[src/rtl/control_types.sv]
// Shared control types: memory access kinds, arbiter states, arbiter defaults.
package control_types;

  // Width/sign of a memory access; the memory performs extension on loads.
  typedef enum logic [2:0] {
    MEM_BYTE   = 3'd0,
    MEM_HALF   = 3'd1,
    MEM_WORD   = 3'd2,
    MEM_BYTE_U = 3'd4,
    MEM_HALF_U = 3'd5
  } mem_op_t;

  // Unified-memory port arbiter states.
  typedef enum logic [2:0] {
    IDLE     = 3'd0,
    ISSUE_IF = 3'd1,
    ISSUE_D  = 3'd2,
    RESP_IF  = 3'd3,
    RESP_D   = 3'd4
  } arb_state_t;

  // Default number of back-to-back data grants a waiting fetch tolerates.
  localparam int FETCH_STARVE_DEF = 4;

  // Access command captured at grant time and replayed onto the memory port.
  typedef struct packed {
    logic        wr;
    mem_op_t     op;
    logic [31:0] wdata;
  } acc_cmd_t;

endpackage

[src/rtl/mem_port_arbiter_starve_ctr.sv]
// Saturating starvation counter: counts data grants that bypassed a waiting fetch.
module mem_arb_starve_ctr #(
  parameter int MAX = 4
) (
  input  logic clk,
  input  logic resetn,
  input  logic clr,
  input  logic inc,
  output logic sat
);
  localparam int CW = (MAX < 1) ? 1 : $clog2(MAX + 1);

  logic [CW-1:0] cnt;

  // Clear has priority; increment stops once saturated.
  always_ff @(posedge clk or negedge resetn) begin
    if (!resetn)           cnt <= '0;
    else if (clr)          cnt <= '0;
    else if (inc && !sat)  cnt <= cnt + CW'(1);
  end

  assign sat = (cnt == CW'(MAX));

endmodule

[src/rtl/mem_port_arbiter.sv]
// Arbitrates the fetch and data ports onto one single-ported, registered-read memory.
module mem_port_arbiter
  import control_types::*;
#(
  parameter int ADDR_W       = 32,
  parameter int FETCH_STARVE = FETCH_STARVE_DEF
) (
  input  logic              clk,
  input  logic              resetn,
  // fetch port
  input  logic              if_req,
  input  logic [ADDR_W-1:0] if_addr,
  output logic [31:0]       if_rdata,
  output logic              if_valid,
  output logic              if_stall,
  // data port
  input  logic              d_req,
  input  logic              d_wr_en,
  input  mem_op_t           d_op,
  input  logic [ADDR_W-1:0] d_addr,
  input  logic [31:0]       d_wdata,
  output logic [31:0]       d_rdata,
  output logic              d_valid,
  output logic              d_stall,
  // memory port
  output logic              m_wr_en,
  output mem_op_t           m_op,
  output logic [ADDR_W-1:0] m_addr,
  output logic [31:0]       m_wdata,
  input  logic [31:0]       m_rdata
);

  arb_state_t        state, state_nxt;
  logic              grant_if, grant_d;
  logic              starve_sat;
  acc_cmd_t          cmd_q;
  logic [ADDR_W-1:0] addr_q;
  logic [31:0]       if_hold_q, d_hold_q;
  logic              unused_if_lo;

  // Fetches are always word accesses; the low address bits are dropped.
  assign unused_if_lo = ^if_addr[1:0];

  mem_arb_starve_ctr #(.MAX(FETCH_STARVE)) u_starve (
    .clk    (clk),
    .resetn (resetn),
    .clr    (grant_if | ~if_req),
    .inc    (grant_d),
    .sat    (starve_sat)
  );

  // State register.
  always_ff @(posedge clk or negedge resetn) begin
    if (!resetn) state <= IDLE;
    else         state <= state_nxt;
  end

  // Next state and grant decision; response states re-arbitrate like IDLE.
  always_comb begin
    state_nxt = state;
    grant_if  = 1'b0;
    grant_d   = 1'b0;
    case (state)
      IDLE, RESP_IF, RESP_D: begin
        if (if_req && (!d_req || starve_sat)) begin
          grant_if  = 1'b1;
          state_nxt = ISSUE_IF;
        end else if (d_req) begin
          grant_d   = 1'b1;
          state_nxt = ISSUE_D;
        end else begin
          state_nxt = IDLE;
        end
      end
      ISSUE_IF: state_nxt = RESP_IF;
      ISSUE_D:  state_nxt = RESP_D;
      default:  state_nxt = IDLE;
    endcase
  end

  // Capture the winner's command at grant; it stays on the memory port until the next grant.
  always_ff @(posedge clk or negedge resetn) begin
    if (!resetn) begin
      cmd_q  <= '{wr: 1'b0, op: MEM_WORD, wdata: '0};
      addr_q <= '0;
    end else if (grant_if) begin
      cmd_q  <= '{wr: 1'b0, op: MEM_WORD, wdata: '0};
      addr_q <= {if_addr[ADDR_W-1:2], 2'b00};
    end else if (grant_d) begin
      cmd_q  <= '{wr: d_wr_en, op: d_op, wdata: d_wdata};
      addr_q <= d_addr;
    end
  end

  assign m_wr_en = (state == ISSUE_D) && cmd_q.wr;
  assign m_op    = cmd_q.op;
  assign m_addr  = addr_q;
  assign m_wdata = cmd_q.wdata;

  // A response is only reported while its requester still wants it.
  assign if_valid = (state == RESP_IF) && if_req;
  assign d_valid  = (state == RESP_D)  && d_req;
  assign if_stall = if_req & ~if_valid;
  assign d_stall  = d_req  & ~d_valid;

  // Hold the last delivered read data between responses; stores leave d_rdata alone.
  always_ff @(posedge clk or negedge resetn) begin
    if (!resetn) begin
      if_hold_q <= '0;
      d_hold_q  <= '0;
    end else begin
      if (if_valid)              if_hold_q <= m_rdata;
      if (d_valid && !cmd_q.wr)  d_hold_q  <= m_rdata;
    end
  end

  // Read data is forwarded straight from memory in the response cycle.
  assign if_rdata = if_valid ? m_rdata : if_hold_q;
  assign d_rdata  = (d_valid && !cmd_q.wr) ? m_rdata : d_hold_q;

endmodule

[config.mk]
export PLATFORM = sky130hd
export DESIGN_NAME = mem_port_arbiter
export DESIGN_NICKNAME = d
export VERILOG_FILES = /design/src/rtl/control_types.sv /design/src/rtl/mem_port_arbiter_starve_ctr.sv /design/src/rtl/mem_port_arbiter.sv
export SDC_FILE = /design/constraint.sdc
export NUM_CORES = 1
export LEC_CHECK = 0
export BUFFER_PORTS_ARGS = -buffer_cell sky130_fd_sc_hd__buf_2
export CAP_MARGIN = 20
export CORE_MARGIN = 8
export CORE_UTILIZATION = 43
export CTS_CLUSTER_DIAMETER = 100
export CTS_CLUSTER_SIZE = 8
export DETAILED_ROUTE_END_ITERATION = 8
export PLACE_DENSITY = 0.77
export RECOVER_POWER = 100
export SYNTH_ARGS = -nofsm -noshare
export SYNTH_HDL_FRONTEND = slang
export SYNTH_SLANG_ARGS = --single-unit
[constraint.sdc]
create_clock -name clk -period 1.8 [get_ports clk]
set_clock_uncertainty 0.1 [all_clocks]
set_input_delay 0.18 -clock clk [delete_from_list [all_inputs] [get_ports clk]]
set_output_delay 0.18 -clock clk [all_outputs]
set_load 0.01 [all_outputs]
After elaboration in Yosys (flattened, before gate mapping):

Index checks and enable logic that the tools add are counted.

* eq/ne operators: 5
* bitwise gates (word level): 6
* divide/modulo/power cells: 0
* mux-type cells: 16
* shifts and indexed selects: 0
* $lt $le $gt $ge: 0
* $mul: 0
* reductions and logical operators: 14
* $add $sub $neg: 1

Operators with widths (number)
* $mux W32: 4
* $mux W36: 2
* $pmux W3 S3: 1
* $eq A3 B2 Y1 const B: 2
* $eq A3 B3 Y1 const B: 2
* $logic_and A1 B1 Y1: 6
* $mux W3: 2
* $mux W1: 5
* $mux W2: 2
* $reduce_bool A2 Y1: 2
* $add A3 B1 Y3 const B: 1
* $eq A3 B1 Y1 const B: 1
* $logic_not A1 Y1: 3
* $logic_not A3 Y1: 1
* $not A1 Y1: 3
* $reduce_or A3 Y1: 1
* $and A1 B1 Y1: 2
* $logic_or A1 B1 Y1: 1
* $or A1 B1 Y1: 1

* output and inout port bits: 136
* memory bits (writable): 0
* register bits after elaboration: 138
* word-level logic and storage cells: 50
* memories kept: 0
* bits in latches: 0
* ROM bits: 0
* input bits: 136

Logic depth before layout (Yosys ltp):

Gate-level depths: netlist of the first run.

* depth after elaboration: 8
* gate-level depth with buffers: 6
* depth with buffers taken out: 5

Cells and area by module:

From an unflattened synthesis of the first run, not the netlist that was laid out.

* cell total of the unflattened synthesis: 575
* area total of the unflattened synthesis: 6512.5 um^2

By module, submodules not included
* mem_port_arbiter: cells an instance 557, times used 1, sequential area each 3379.5 um^2, area an instance 6314.8 um^2
* mem_arb_starve_ctr: cells an instance 18, times used 1, sequential area each 75.1 um^2, area an instance 197.7 um^2

Least setup slack after synthesis of the first run:

No wires, ideal clock.

* path kind: reg-to-output
* from: register state[0]
* to: output d_rdata[6]
* cell stages (with the launch flop): 6
* required time: 1.520 ns
* setup slack: -0.054 ns
* arrival time: 1.574 ns
* buffers on the path: 2
* cell sequence: dfrtp_1 or2_1 buf_6 nor3_4 buf_4 mux2_1

* longest elaborated chain between the ends: 4

Ends and longest elaborated chain
* start: declaration: RTL line mem_port_arbiter.sv:33 `arb_state_t state, state_nxt;`
* start signal: assignment: RTL line mem_port_arbiter.sv:55 `else state <= state_nxt;`
* $eq A3 B3 Y1: RTL line mem_port_arbiter.sv:102 `assign d_valid = (state == RESP_D) && d_req;`
* $logic_and A1 B1 Y1: RTL line mem_port_arbiter.sv:102
* $logic_and A1 B1 Y1: RTL line mem_port_arbiter.sv:119 `assign d_rdata = (d_valid && !cmd_q.wr) ? m_rdata : d_hold_q;`
* $mux W32: RTL line mem_port_arbiter.sv:119
* end: declaration: RTL line mem_port_arbiter.sv:22 `output logic [31:0] d_rdata,`

No other way between the ends.

Worst setup path after layout of the first run:

* from: register state[0]
* to: output d_rdata[18]

The elaborated chain is that of the path after synthesis.

==> results.toml, run 1 <==
[drt]
ant_nets = 0
drc = 0
first_pass_iters = 7
routed_wl_mm = 20.8
drt_iter0_drc = 223
wl_per_cell_um = 21.1
vias = 5167
viasPerCell = 5.22

[yosys]
synth_mux_area_share_pct = 12.0
syn_inst = 439
synth_top_area_share_pct = 57.1
synthTopCellsByArea = "dfrtp_1, mux2_2, a22o_2"
synth-simple-area-share_pct = 5.16
synth_compound_area_share_pct = 17.3
yosysUniqueCellTypes = 44
syn-num-nets = 577
synth_xor_area_share_pct = 0
syn_area_mm2 = 0.00601
yosysMostFrequentCell = "dfrtp_1"
synth_top_family_by_area = "compound AO/OA/AOI/OAI gates"
ys.flop_type = "dfrtp_1"
syn_avg_cell_area_um2 = 13.7
synth_top_area_cell = "dfrtp_1"
yosys_register_bits = 138
yosys-top-cells-count = "dfrtp_1, mux2_2, buf_4"
async_reset_ff_share_pct = 100
synth_edf_count = 0
synthAdderAreaFrac_pct = 0.416
synth_warnings = 0
synth_seq_area_share_pct = 57.5

[floorplan]
die_h_um = 134
core-area_mm2 = 0.0138
fp.dieArea_mm2 = 0.0180
initial_core_util_pct = 43.6
fp.dieW_um = 134
row_count = 43
design.portCount = 272

[clocking]
clk_latency_ns = 0.41
numCtsBuffers = 17
cts.htree.levels = 4
clockRootBuffer = "clkbuf_16"
cts_tree = "yes"
cts.clk_slew.worst_paths_ns = 0.06
clkSinkCount = 138
clock_path_buffers = 2

[layout]
drive_gt1_share_pct = 50.6
nFillCells = 985
multiInputGateArea_mm2 = 0.00234
area_growth_pct = 60.0
nNetsFinal = 932
seqCellArea_mm2 = 0.00345
utilization_pct = 69.8

[power_and_ir_drop]
clockPowerShare_pct = 20.8
internal-power_mw = 10.8
sequentialPowerShare_pct = 32.4
combPwrFrac_pct = 46.9
ir_worst_vdd_mv = 1.10
power.switching_mw = 5.69
swShare_pct = 34.6
p_per_area_mw_per_mm2 = 1710
p_leak_nw = 4.54

[timing]
setup_viol = 93
fin_crit_ns = 2.31
timing.final.crit_share_pct = 128
slew_headroom_pct = 42.6
hold_viol = 0
slew_violations = 0
rsz0062_at_grt = "true"
final.setup.tns_ns = -33.29
setup_ws_ns = -0.511
max_freq_mhz = 433
worstMarginPinSlew_ns = 0.861

[critical_path]
path_class = "flip-flop to primary output"
crit_path_max_incr_delay_ns = 0.39
start_kind = "flip-flop"
crit_fanout = 8
cp.arrival_ns = 2.03
worst_setup_path_end_kind = "primary output"
cp_slowest_cell = "dfrtp_1"
rrSetupSlack_ns = -0.22
crit_chain = "or2_4, nor3_4, buf_4, clkbuf_16, mux2_2, buf_2"
required_ns = 1.52

[global_route]
antenna_found_initial = 1
grt_use_total_pct = 22.1
grt_pass1_wl_mm = 31.3
grt_max_degree = 50
grt_overflow = 0
grt_pass1_vias = 5800

[run]
maxCapViolations = 0

[status]
status = "complete, but fails checks"
violations = "negative setup slack"

[placement]
port-buffer-count = 269
gp_congestion = 0.776
dpl.hpwl_mm = 12.5
dpl_worst_slack_ns = -0.0674

[min_path]
hold_class = "input pin to flip-flop"
sequential cells by signal (all words and copies together), names as in the netlist:
name          flops
cmd_q             1
m_wdata          32
state             3
if_hold_q        32
m_addr           32
d_hold_q         32
u_starve.cnt      3
m_op              3
routing by layer:
layer  part of all wire, %  vias up  GRT usage (%)
met3                   7.3       46           7.70
met5                     0        -              0
met4                   3.3        0           9.86
li1                      -     2329              -
met2                    52      226           37.5
met1                    38     2566           24.4
cell families (layout without fill, tap and decap cells):
kind of cell / after synthesis / in the layout
DFF: 138 / 138
AOI/OAI and AO/OA: 113 / 113
buffers and inverters: 73 / 441
muxes: 64 / 64
and+or+nand+nor: 49 / 49
adders and majority gates: 2 / 2
other: 0 / 2
power groups by stage:
stage | clock (mW) | sequential (mW) | combinational (mW)
final | 3.42 | 5.33 | 7.71
after global routing | 3.60 | 5.48 | 8.21
after detailed placement | 0 | 5.24 | 6.21
after CTS | 3.47 | 5.25 | 7.56
after global placement | 0 | 5.18 | 6.02
after floorplan | 0 | 5.28 | 3.93
worst max-delay path, delay by kind of cell, from the launching register on:
kind / cells / cell delay [ns]
muxes: 1 / 0.35
buffers and inverters: 3 / 0.49
DFF: 1 / 0.39
and+or+nand+nor: 2 / 0.39
timing repair:
| item | CTS | global route |
|---|---|---|
| hold buffers | 78 | 0 |
| gates cloned | 8 | 5 |
| setup buffers | 14 | 9 |
| resized for setup | 77 | 47 |
| setup endpoints to repair | 104 | 132 |
| endpoints found under the hold margin | 242 | 0 |
| pin swaps | 4 | 4 |
area by class of cell:
| type | count | area share (%) |
|---|---|---|
| flip-flops and latches | 138 | 35.9 |
| inverters | 5 | 0.247 |
| multi-input cells | 228 | 24.3 |
| well taps | 180 | 2.34 |
| clock inverters | 13 | 1.50 |
| repair buffers | 404 | 31.0 |
| diodes | 2 | 0.0520 |
| clock buffers | 19 | 4.61 |
stage by stage:
stage	total power [mW]	cells	cell area, um2	hold slack (ns)
floorplan	9.21	439	6020	-0.216
global route	17.3	988	9610	0.0103
finish	16.5	989	9620	0.0146
detailed placement	11.4	846	7460	-0.00377
global placement	11.2	846	7460	-0.0144
CTS	16.3	977	9490	0.000558
final timing paths:
path / to / startpoint / depth (start not counted)
max: d_rdata[18] / state[0] / 6
max in group asynchronous: m_op[1] / resetn / 3
min reg2reg: m_wdata[31] / m_wdata[31] / 1
min in group asynchronous: m_wdata[16] / resetn / 2
max reg2reg: m_wdata[14] / u_starve.cnt[0] / 8
min: m_addr[15] / d_addr[15] / 3
cell usage in the layout, fill, tap and decap left out, types with 5 or more instances in the layout:
master,synthesis,layout
buf_6,4,42
dlygate4sd3_1,0,78
mux2_4,0,24
clkbuf_1,15,68
dfrtp_1,137,137
clkbuf_2,0,5
buf_2,11,168
buf_4,38,25
clkbuf_16,0,21
buf_12,0,7
o32ai_2,0,14
a2bb2oi_1,30,27
nand2b_1,30,30
mux2_2,63,29
mux2_1,1,11
a22o_2,33,33
o32ai_1,31,17
(Power assumes the default switching activity.)
==> inputs of run 2 (changes only) <==
--- a/config.mk
+++ b/config.mk
@@ -8,7 +8,7 @@
 export BUFFER_PORTS_ARGS = -buffer_cell sky130_fd_sc_hd__buf_2
 export CAP_MARGIN = 20
 export CORE_MARGIN = 8
-export CORE_UTILIZATION = 43
+export CORE_UTILIZATION = 44
 export CTS_CLUSTER_DIAMETER = 100
 export CTS_CLUSTER_SIZE = 8
 export DETAILED_ROUTE_END_ITERATION = 8
@@ -16,4 +16,5 @@
 export RECOVER_POWER = 100
 export SYNTH_ARGS = -nofsm -noshare
 export SYNTH_HDL_FRONTEND = slang
+export SYNTH_HIERARCHICAL = 1
 export SYNTH_SLANG_ARGS = --single-unit
==> run 2 against run 1 <==
Net effect: non-clock buffer count up 70; sequential share of layout area down 4.1 points; synthesized cell count up 31%; global-route usage up 6.6 points; the flow still finishes with violations (negative setup slack); die area up 5.2%; area after synthesis up 8.4%; worst setup slack worse by 0.16 ns; flip-flop and latch count unchanged; cell count up 18%; hold slack better by 0.012 ns; sequential power about the same.
==> results.toml, run 2 <==
[status]
status = "complete, but fails checks"
violations = "negative setup slack"

[yosys]
yosys_register_bits = 138
synth_top_area_cell = "dfrtp_1"
synth_top_area_share_pct = 52.6
synth_seq_area_share_pct = 53.0
yosys-top-cells-count = "dfrtp_1, nand3_1, o211ai_1"
syn-num-nets = 713
syn_avg_cell_area_um2 = 11.3
synth_mux_area_share_pct = 11.5
synth-simple-area-share_pct = 8.03
synthAdderAreaFrac_pct = 0.384
syn_area_mm2 = 0.00651
yosysUniqueCellTypes = 40
syn_inst = 575
synth_warnings = 6
synth_compound_area_share_pct = 18.3
ys.flop_type = "dfrtp_1"
synthTopCellsByArea = "dfrtp_1, mux2_2, o211ai_1"
synth_top_family_by_area = "compound AO/OA/AOI/OAI gates"
synth_edf_count = 0
yosysMostFrequentCell = "dfrtp_1"
async_reset_ff_share_pct = 100
synth_xor_area_share_pct = 0

[global_route]
grt_max_degree = 52
grt_overflow = 0
antenna_found_initial = 0
grt_pass1_wl_mm = 41.4
grt_pass1_vias = 7376
grt_use_total_pct = 28.6

[floorplan]
design.portCount = 272
core-area_mm2 = 0.0145
fp.dieArea_mm2 = 0.0190
row_count = 44
fp.dieW_um = 138
die_h_um = 138
initial_core_util_pct = 45.0

[timing]
slew_violations = 0
worstMarginPinSlew_ns = 1.28
setup_ws_ns = -0.670
timing.final.crit_share_pct = 137
fin_crit_ns = 2.47
slew_headroom_pct = 14.5
max_freq_mhz = 405
rsz0062_at_grt = "true"
final.setup.tns_ns = -49.86
hold_viol = 0
setup_viol = 170

[clocking]
clockRootBuffer = "clkbuf_16"
numCtsBuffers = 17
clk_latency_ns = 0.42
clkSinkCount = 138
cts.clk_slew.worst_paths_ns = 0.06
clock_path_buffers = 2
cts_tree = "yes"
cts.htree.levels = 4

[power_and_ir_drop]
internal-power_mw = 11.0
p_per_area_mw_per_mm2 = 1650
combPwrFrac_pct = 51.3
power_mw = 17.9
sequentialPowerShare_pct = 29.7
clockPowerShare_pct = 19.0
p_leak_nw = 4.93
swShare_pct = 38.6
ir_worst_vdd_mv = 0.819
power.switching_mw = 6.91

[layout]
final_cell_count_no_fill = 1168
stdcell_area_mm2 = 0.0109
drive_gt1_share_pct = 42.1
antenna_cells = 0
layout_common_cells = "buf_2, dfrtp_1, dlygate4sd3_1"
nNetsFinal = 1109
final_common_cell = "buf_2"
area_growth_pct = 66.7

[min_path]
hold_depth = 3
hold_class = "input pin to flip-flop"
min_to = "m_addr[19]"
min_from = "d_addr[19]"

[critical_path]
reg2reg_depth = 7
crit_fanout = 16
r2r-start = "state[0]"
cp.arrival_ns = 2.19
crit_chain = "or2_4, nor4b_4, buf_6, clkbuf_16, mux2_2, buf_2"
start_kind = "flip-flop"
worst_setup_path_end_kind = "primary output"
cp_slowest_cell = "dfrtp_1"
path_class = "flip-flop to primary output"
crit_path_max_incr_delay_ns = 0.40
required_ns = 1.52
rrSetupSlack_ns = -0.21
r2r-end = "m_wdata[3]"

[placement]
placed_area_mm2 = 0.00802
port-buffer-count = 269
dp.cells = 973
dpl_worst_slack_ns = -0.181
dpl.hpwl_mm = 14.8
gp_congestion = 0.794

[drt]
ant_nets = 0
drt_iter0_drc = 546
first_pass_iters = 5
vias = 6917
wl_per_cell_um = 24.0
routed_wl_mm = 28.1
viasPerCell = 5.92
drc = 0

[run]
maxCapViolations = 0
==> run 2: worst max path at each step <==
stage,to,depth (start not counted),start
floorplan,d_rdata[10],6,state[1]
global placement,d_rdata[25],5,state[0]
detailed placement,d_rdata[13],5,state[0]
CTS,d_rdata[13],5,state[0]
global route,d_rdata[19],6,state[0]
finish,d_rdata[26],6,state[0]
==> run 2: power by group through the flow <==
| stage | clock network [mW] | registers (mW) | logic (mW) |
|---|---|---|---|
| 2_1_floorplan | 0 | 5.24 | 4.34 |
| 3_3_place_gp | 0 | 5.15 | 6.79 |
| 3_5_place_dp | 0 | 5.21 | 6.97 |
| 4_1_cts | 3.45 | 5.20 | 8.89 |
| 5_1_grt | 3.58 | 5.42 | 9.69 |
| 6_report | 3.40 | 5.31 | 9.18 |
==> run 2: critical path, delay by kind of cell (launching register included) <==
kind                   cells  cell delay, ns
flip-flops                 1            0.40
multiplexers               1            0.37
buffers and inverters      3            0.51
AND/OR/NAND/NOR            2            0.49
==> run 2: layer usage <==
layer	vias up	share of wire [%]	global-route usage [%]
met4	0	3.9	12.6
met1	3348	35	31.2
li1	2946	-	-
met3	104	11	10.2
met5	-	0	0
met2	519	51	49.2
==> run 2: metrics by stage <==
step / hold WS, ns / util, %
5_1_grt: 0.0319 / 75.0
6_report: 0.0270 / 75.0
3_5_place_dp: 0.0510 / 55.4
2_1_floorplan: -0.216 / -
3_3_place_gp: 0.0531 / 55.4
4_1_cts: 0.00194 / 74.6
==> run 2: cell families after synthesis <==
| family | Yosys count |
|---|---|
| AO/OA/AOI/OAI | 170 |
| buffers and inverters | 103 |
| adder cells (fa/ha/maj) | 2 |
| multiplexers | 66 |
| AND/OR/NAND/NOR | 96 |
| flip-flops | 138 |
==> run 2: final cells by class <==
type,instances,area (um2)
multi-input cells,334,2810
fillers,916,3620
clock inverters,12,125
well taps,184,230
repair buffers,474,3770
clock buffers,20,447
flip-flops and latches,138,3460
inverters,6,22.5
==> run 2: what timing repair did <==
item	CTS	global route
resized for setup	101	28
hold buffers	129	0
cloned	12	1
pin swaps	3	5
buffers inserted	19	3
hold endpoints to repair	176	0
endpoints found under the setup margin	137	171
